## config.mk

```make
export PLATFORM = sky130hd
export DESIGN_NAME = truth_table_scanner
export DESIGN_NICKNAME = d
export VERILOG_FILES = /design/src/rtl/tt_scan_pkg.sv /design/src/rtl/tt_settle_cnt.sv /design/src/rtl/truth_table_scanner.sv
export SDC_FILE = /design/constraint.sdc
export NUM_CORES = 1
export LEC_CHECK = 0
export ABC_AREA = 1
export CORE_ASPECT_RATIO = 1.1
export CORE_MARGIN = 2
export CORE_UTILIZATION = 45
export DETAILED_ROUTE_END_ITERATION = 12
export PLACE_DENSITY = 0.69
export SLEW_MARGIN = 20
export SYNTH_ARGS = -nofsm -noshare
export SYNTH_HDL_FRONTEND = slang
export SYNTH_HIERARCHICAL = 1
export SYNTH_SLANG_ARGS = --single-unit
```

## constraint.sdc

```tcl
create_clock -name clk -period 2.05 [get_ports clk]
set_input_delay 0.41 -clock clk [delete_from_list [all_inputs] [get_ports clk]]
set_output_delay 0.41 -clock clk [all_outputs]
set_load 0.03 [all_outputs]
```

## src/rtl/tt_scan_pkg.sv

```systemverilog
// Shared types and constants for the truth-table scanner slice.
// Consumed by truth_table_scanner and tt_settle_cnt.
package tt_scan_pkg;

    typedef enum logic [1:0] {
        IDLE   = 2'd0,
        DRIVE  = 2'd1,
        SAMPLE = 2'd2,
        DONE   = 2'd3
    } state_t;

    localparam int SETTLE_W = 4;

    function automatic int ones_w(input int n);
        return n + 1;
    endfunction

endpackage

```

## src/rtl/tt_settle_cnt.sv

```systemverilog
// Loadable settle down-counter. The zero flag marks the final count, meaning
// the decrement in the current cycle brings the counter to zero.
module tt_settle_cnt
    import tt_scan_pkg::*;
(
    input  logic                clk,
    input  logic                rst_n,
    input  logic                load,
    input  logic                dec,
    input  logic [SETTLE_W-1:0] load_val,
    output logic                zero
);

    logic [SETTLE_W-1:0] cnt;

    always_ff @(posedge clk or negedge rst_n) begin
        if (!rst_n) begin
            cnt <= '0;
        end else if (load) begin
            cnt <= load_val;
        end else if (dec && (cnt != '0)) begin
            cnt <= cnt - SETTLE_W'(1);
        end
    end

    // Flag is decoded from the count alone so the FSM can use it without a comb loop.
    assign zero = (cnt == SETTLE_W'(1));

endmodule

```

## src/rtl/truth_table_scanner.sv

```systemverilog
// Sweeps all 2^N_IN input vectors into a boolean FUT and captures its minterm mask.
// Optional expected-mask comparison is built when TT_EXPECT_CHECK_EN is defined.
module truth_table_scanner
    import tt_scan_pkg::*;
#(
    parameter int N_IN   = 3,
    parameter int SETTLE = 1
) (
    input  logic                      clk,
    input  logic                      rst_n,
    input  logic                      start,
    output logic [N_IN-1:0]           vec_out,
    input  logic                      f_in,
    output logic                      busy,
    output logic                      done,
    output logic [2**N_IN-1:0]        mask,
    output logic [ones_w(N_IN)-1:0]   ones
`ifdef TT_EXPECT_CHECK_EN
    ,
    input  logic [2**N_IN-1:0]        expect_mask,
    output logic                      mismatch
`endif
);

    localparam int              OW       = ones_w(N_IN);
    localparam logic [N_IN-1:0] VEC_LAST = '1;

    state_t state, state_nx;
    logic   cnt_load, cnt_dec, cnt_zero;
    logic   scan_clr, vec_inc, capture;

    tt_settle_cnt u_settle (
        .clk      (clk),
        .rst_n    (rst_n),
        .load     (cnt_load),
        .dec      (cnt_dec),
        .load_val (SETTLE_W'(SETTLE)),
        .zero     (cnt_zero)
    );

    always_ff @(posedge clk or negedge rst_n) begin
        if (!rst_n) begin
            state <= IDLE;
        end else begin
            state <= state_nx;
        end
    end

    always_comb begin
        state_nx = state;
        cnt_load = 1'b0;
        cnt_dec  = 1'b0;
        scan_clr = 1'b0;
        vec_inc  = 1'b0;
        capture  = 1'b0;
        busy     = 1'b0;
        done     = 1'b0;
        case (state)
            IDLE: begin
                if (start) begin
                    scan_clr = 1'b1;
                    cnt_load = 1'b1;
                    state_nx = DRIVE;
                end
            end
            DRIVE: begin
                busy    = 1'b1;
                cnt_dec = 1'b1;
                if (cnt_zero) begin
                    state_nx = SAMPLE;
                end
            end
            SAMPLE: begin
                busy    = 1'b1;
                capture = 1'b1;
                if (vec_out == VEC_LAST) begin
                    state_nx = DONE;
                end else begin
                    vec_inc  = 1'b1;
                    cnt_load = 1'b1;
                    state_nx = DRIVE;
                end
            end
            DONE: begin
                done     = 1'b1;
                state_nx = IDLE;
            end
            default: state_nx = IDLE;
        endcase
    end

    always_ff @(posedge clk or negedge rst_n) begin
        if (!rst_n) begin
            vec_out <= '0;
            mask    <= '0;
            ones    <= '0;
        end else if (scan_clr) begin
            vec_out <= '0;
            mask    <= '0;
            ones    <= '0;
        end else begin
            if (capture) begin
                mask[vec_out] <= f_in;
                ones          <= ones + OW'(f_in);
            end
            if (vec_inc) begin
                vec_out <= vec_out + N_IN'(1);
            end
        end
    end

`ifdef TT_EXPECT_CHECK_EN
    // Verdict is latched as the DONE cycle ends, once the last minterm is in mask.
    always_ff @(posedge clk or negedge rst_n) begin
        if (!rst_n) begin
            mismatch <= 1'b0;
        end else if (scan_clr) begin
            mismatch <= 1'b0;
        end else if (state == DONE) begin
            mismatch <= (mask != expect_mask);
        end
    end
`endif

endmodule

```

== Word-level counts from Yosys, hierarchy flattened ==
Cells that the tools add are included.

* Register bits: 21
* Bits in latches: 0
* Bits in writable memories: 0
* Bits in read-only memories: 0
* Input bits: 4
* Output and inout bits: 17
* Word-level logic and storage cells: 50
* Memories: 0

* $add $sub $neg: 3
* Multipliers: 0
* Divide/modulo/power cells: 0
* $lt $le $gt $ge: 2
* Equal/unequal tests: 7
* Shifts and indexed selects: 0
* Mux-type cells: 24
* Bitwise logic cells: 0
* Reduce and logical (&&, ||, !) cells: 9

{| class="wikitable"
|+ Operators with widths
! cell !! count
|-
| $mux 4 || 4
|-
| $mux 8 || 2
|-
| $mux 1 || 9
|-
| $bwmux 8 || 1
|-
| $pmux 2 s4 || 1
|-
| $mux 2 || 3
|-
| $mux 3 || 2
|-
| $reduce_bool 2->1 || 3
|-
| $add 4x1->4 || 1
|-
| $eq 2x2->1 const B || 2
|-
| $eq 4x1->1 const B || 1
|-
| $lt 3x4->1 const B || 1
|-
| $ne 2x2->1 const B || 2
|-
| $reduce_bool 4->1 || 1
|-
| $sub 4x1->4 const B || 1
|-
| $add 3x1->3 const B || 1
|-
| $demux 1 s3 || 1
|-
| $eq 3x3->1 const B || 1
|-
| $ge 3x1->1 const B || 1
|-
| $eq 2x1->1 const B || 1
|-
| $logic_and 1x1->1 || 2
|-
| $logic_not 2->1 || 1
|-
| $pmux 1 s2 || 1
|-
| $reduce_and 2->1 || 1
|-
| $reduce_or 2->1 || 1
|}

== Depth between registers and ports, before layout ==
Gate-level depths: netlist of the first run.

* Word-level depth: 7
* Depth in mapped cells: 11
* Gate-level depth less buffers: 10

== Cells and area by module ==
Netlist of the first run, hierarchy kept.

{| class="wikitable"
|+ Modules (own cells, without submodules)
! module !! instances !! cells each !! area each (µm²) !! seq. area each (µm²)
|-
| truth_table_scanner || 1 || 137 || 1006.0 || 425.4
|-
| tt_settle_cnt || 1 || 37 || 281.5 || 100.1
|}

== Worst setup path after synthesis of the first run ==
OpenSTA, ideal clock, no wires.

* Path kind: register -> register
* Start: register vec_out[0]
* End: register u_settle.cnt[3]
* Arrival time: 1550 ps
* Setup slack: 378 ps
* Cell stages (with the launch flop): 9
* Path buffers: 0
* Clock period less this slack: 1672 ps
* Cell sequence: dfrtp_1 ha_1 ha_1 nand2_1 nand2_1 inv_1 inv_1 nand3_1 nand3_2

* Cells in the longest elaborated chain, start to end: 4
* Elaborated cells between the ends (all ways): 5

{| class="wikitable"
|+ Ends and longest elaborated chain
! element !! RTL line !! source
|-
| start, declared || truth_table_scanner.sv:12 || <nowiki>output logic [N_IN-1:0] vec_out,</nowiki>
|-
| start signal, assigned || truth_table_scanner.sv:107 || <nowiki>vec_out <= vec_out + N_IN'(1);</nowiki>
|-
| $eq 3x3->1 (*) || truth_table_scanner.sv:76 || <nowiki>if (vec_out == VEC_LAST) begin</nowiki>
|-
| $mux 1 (*) || truth_table_scanner.sv:76 ||
|-
| $pmux 1 s2 (*) || truth_table_scanner.sv:58 || <nowiki>case (state)</nowiki>
|-
| named net cnt_load || truth_table_scanner.sv:29 || <nowiki>logic cnt_load, cnt_dec, cnt_zero;</nowiki>
|-
| $mux 4 or $reduce_bool 2->1 (tied branches) || -- ||
|-
| end signal, assigned || tt_settle_cnt.sv:20 || <nowiki>cnt <= load_val;</nowiki>
|-
| end signal, assigned || tt_settle_cnt.sv:22 || <nowiki>cnt <= cnt - SETTLE_W'(1);</nowiki>
|-
| end, declared || tt_settle_cnt.sv:14 || <nowiki>logic [SETTLE_W-1:0] cnt;</nowiki>
|}

The timed path passes the listed nets; every way through them passes the cells marked *.
A chain may end at the register's enable or synchronous reset.

== Worst setup path in the final report of the first run ==
* Start: register state[1]
* End: output port busy

* Cells in the longest elaborated chain, start to end: 3
* Elaborated cells between the ends (all ways): 4

{| class="wikitable"
|+ Ends and longest elaborated chain
! element !! RTL line !! source
|-
| start, declared || truth_table_scanner.sv:28 || <nowiki>state_t state, state_nx;</nowiki>
|-
| start signal, assigned || truth_table_scanner.sv:45 || <nowiki>state <= state_nx;</nowiki>
|-
| $eq 2x2->1 or $eq 2x1->1 (tied branches) || truth_table_scanner.sv:58 ||
|-
| $reduce_or 2->1 (no line) (*) || -- ||
|-
| $mux 1 (*) || truth_table_scanner.sv:58 ||
|-
| end, declared || truth_table_scanner.sv:14 || <nowiki>output logic busy,</nowiki>
|}

Mark *: on every way between the ends. The rest lies on a longest branch, timed or not.

==> results of run 1 <==
==> per-layer routing <==
metal,GRT usage [%],part of all wire (%)
met3,3.50,2.3
met5,0,0
met4,6.62,0.81
met1,21.3,44
met2,33.8,53
==> worst max-delay path, cell delays in order (launching register included) <==
cell and delay (ps):
dfrtp_1 450, inv_1 110, ha_1 290, dlygate4sd2_1 390
==> cell families (layout without fill, tap and decap cells) <==
| group | after synthesis | after routing | synth area share (%) |
|---|---|---|---|
| xor+xnor | 1 | 1 | 0.680 |
| compound gates | 11 | 11 | 4.28 |
| flops | 21 | 21 | 40.8 |
| simple gates | 103 | 103 | 34.6 |
| fa+ha+maj | 11 | 11 | 10.7 |
| buf+inv | 25 | 50 | 8.36 |
| other cells | 2 | 4 | 0.583 |
==> stage by stage <==
stage	power, W	std cells	worst slack, ps	instance area [µm²]
after global placement	0.00186	230	232	1540
after CTS	0.00210	234	39.5	1570
after floorplan	0.00154	176	378	1290
after global routing	0.00228	234	5.02	1570
after detailed placement	0.00191	230	158	1540
final	0.00208	234	84.7	1570
==> area by class of cell <==
type                       instances  area (µm²)
inverter                          23        88.8
tap                               33        41.3
clock inverter                     1        5.00
fill                             273        1180
clock buffer                       3        22.5
multi-input combinational        130         662
sequential                        21         526
timing repair buffer              23         224
==> sequential cells by signal (all words and copies together) (netlist names) <==
signal	cells
vec_out	3
mask	8
u_settle/cnt	4
ones	4
state	2
==> path summary, 6_finish.rpt <==
check / to / slack [ps] / cells past startpoint
worst min-delay path: u_settle/cnt[2] / 430 / 2
min in group clk: ones[3] / 540 / 3
worst max register to register: u_settle/cnt[0] / 300 / 9
worst min register to register: ones[3] / 540 / 3
worst max-delay path: busy / 80 / 3
max in group asynchronous: u_settle/cnt[0] / 1390 / 2
==> repair_timing <==
action | CTS | global route
gates cloned | 0 | 0
endpoints found under the setup margin | 1 | 1
gates resized for setup | 1 | 1
==> cell usage in the layout (no fill, tap or decap), types with 4 or more instances in the layout <==
cell type | netlist | layout
nand2_2 | 4 | 4
clkdlybuf4s50_1 | 0 | 18
nand3_1 | 15 | 15
inv_1 | 21 | 21
ha_1 | 11 | 11
dfrtp_1 | 21 | 21
nor2_1 | 15 | 15
o21ai_0 | 7 | 7
nand2_1 | 63 | 63
conb_1 | 2 | 4
==> power by group through the flow <==
stage          Clock (W)  Combinational [W]  Sequential (W)
2_1_floorplan          0           0.000742        0.000803
3_3_place_gp           0            0.00117        0.000682
3_5_place_dp           0            0.00121        0.000692
4_1_cts         0.000212            0.00120        0.000685
5_1_grt         0.000235            0.00134        0.000707
6_report        0.000207            0.00119        0.000682
==> results.sh, run 1 <==
export IMPL_avgSynthCellArea_um2=7.40
export IMPL_tns_ps=0
export IMPL_fin_nets=217
export IMPL_track_usage_pct=18.7
export IMPL_rsz0062_at_grt="no"
export IMPL_viasPerCell=4.80
export IMPL_start_util_pct=46.8
export IMPL_cts_root_buf="clkbuf_4"
export IMPL_finalWirelength_mm=2.59
export IMPL_synth_most_common_cell="nand2_1"
export IMPL_netlist_area_um2=1290
export IMPL_synth_edf_count=0
export IMPL_drt_iter0_markers=34
export IMPL_antenna_found_initial=0
export IMPL_synth_ff_type="dfrtp_1"
export IMPL_drtAntennaViolNets=0
export IMPL_maxCapViolCount=0
export IMPL_synth_cell_types=21
export IMPL_grt_ovfl_total=0
export IMPL_synth_top_area_share_pct=40.8
export IMPL_ys_warn_count=6
export IMPL_critPathArrivalTime_ps=1560
export IMPL_final_util_pct=57.0
export IMPL_seqPwrFrac_pct=32.8
export IMPL_setup_viol=0
export IMPL_cts_tree="yes"
export IMPL_num_rows=20
export IMPL_hold_violations=0
export IMPL_max_freq_mhz=509
export IMPL_hold_class="in -> async"
export IMPL_portBuffers=20
export IMPL_cts_htree_levels=1
export IMPL_fin_crit_sh_pct=95.9
export IMPL_via_count=1124
export IMPL_ys_seq_area_share_pct=40.8
export IMPL_holdBufCountCts=0
export IMPL_switching_power_w=0.00102
export IMPL_numClockSinks=21
export IMPL_clk_path_buf_depth=2
export IMPL_fp_dieH_um=60.1
export IMPL_wire_per_inst_um=11.1
export IMPL_critPathMaxFanout=6
export IMPL_coreArea_um2=2750
export IMPL_grt_max_degree=22
export IMPL_status="finished clean"
export IMPL_grt_pass1_wl_mm=4.47
export IMPL_crit_path_start_kind="register"
export IMPL_clkTransAtPathRegs_ps=120
export IMPL_syn_inst=174
export IMPL_cts_buffers=3
export IMPL_r2r_start="vec_out[0]"
export IMPL_critPathCaptureType="output pin"
export IMPL_io_pins=21
export IMPL_synthArstFlopShare_pct=100
export IMPL_drt_pass1_iterations=4
export IMPL_crit_type="reg -> out"
export IMPL_cp_startpoint="state[1]"
export IMPL_clock_skew_ps=1.05
export IMPL_worstPathRequired_ps=1640
export IMPL_worstSkewPairLatency_ps=310
export IMPL_n_antenna_cell=0
export IMPL_p_int_w=0.00106
export IMPL_dp_hpwl_mm=2.01
export IMPL_synth_seq_cells=21
export IMPL_p_per_area_nw_per_um2=1330
export IMPL_power_frac_comb_pct=57.3
export IMPL_cellLeakagePower_nw=0.888
export IMPL_drive_gt1_share_pct=8.46
export IMPL_die_width_um=55
export IMPL_synth_area_leaders="dfrtp_1 (41%), nand2_1 (18%), ha_1 (11%), inv_1 (6.1%), nand3_1 (5.8%)"
export IMPL_place_gp_congestion=0.716
export IMPL_post_route_min_period_ps=1970
export IMPL_switching_share_pct=49.1
export IMPL_slew_violations=0
export IMPL_ir_worst_vdd_v=0.000867
export IMPL_fin_hold_ws_ps=429
export IMPL_post_cts_setup_buffer_count=0
export IMPL_area_growth_pct=21.9
export IMPL_grt_pass1_vias=1108
export IMPL_drc_errors=0
export IMPL_ys_top_cells_by_count="nand2_1 (63), dfrtp_1 (21), inv_1 (21)"
export IMPL_die_area_um2=3310
export IMPL_clock_power_share_pct=9.9
export IMPL_yosys_area_top_type="dfrtp_1"
No activity file was read; power rests on OpenSTA's default activity.
==> run 2, diff against run 1 <==
Settings changed: SLEW_MARGIN 20 to default.
==> results of run 2 <==
No change in the layout: final DEF, timing and power equal those of run 1.
==> run 3, diff against run 2 <==
Settings changed: HOLD_SLACK_MARGIN from default to 0.1.
==> results of run 3 <==
No change in the layout: final DEF, timing and power equal those of run 1.
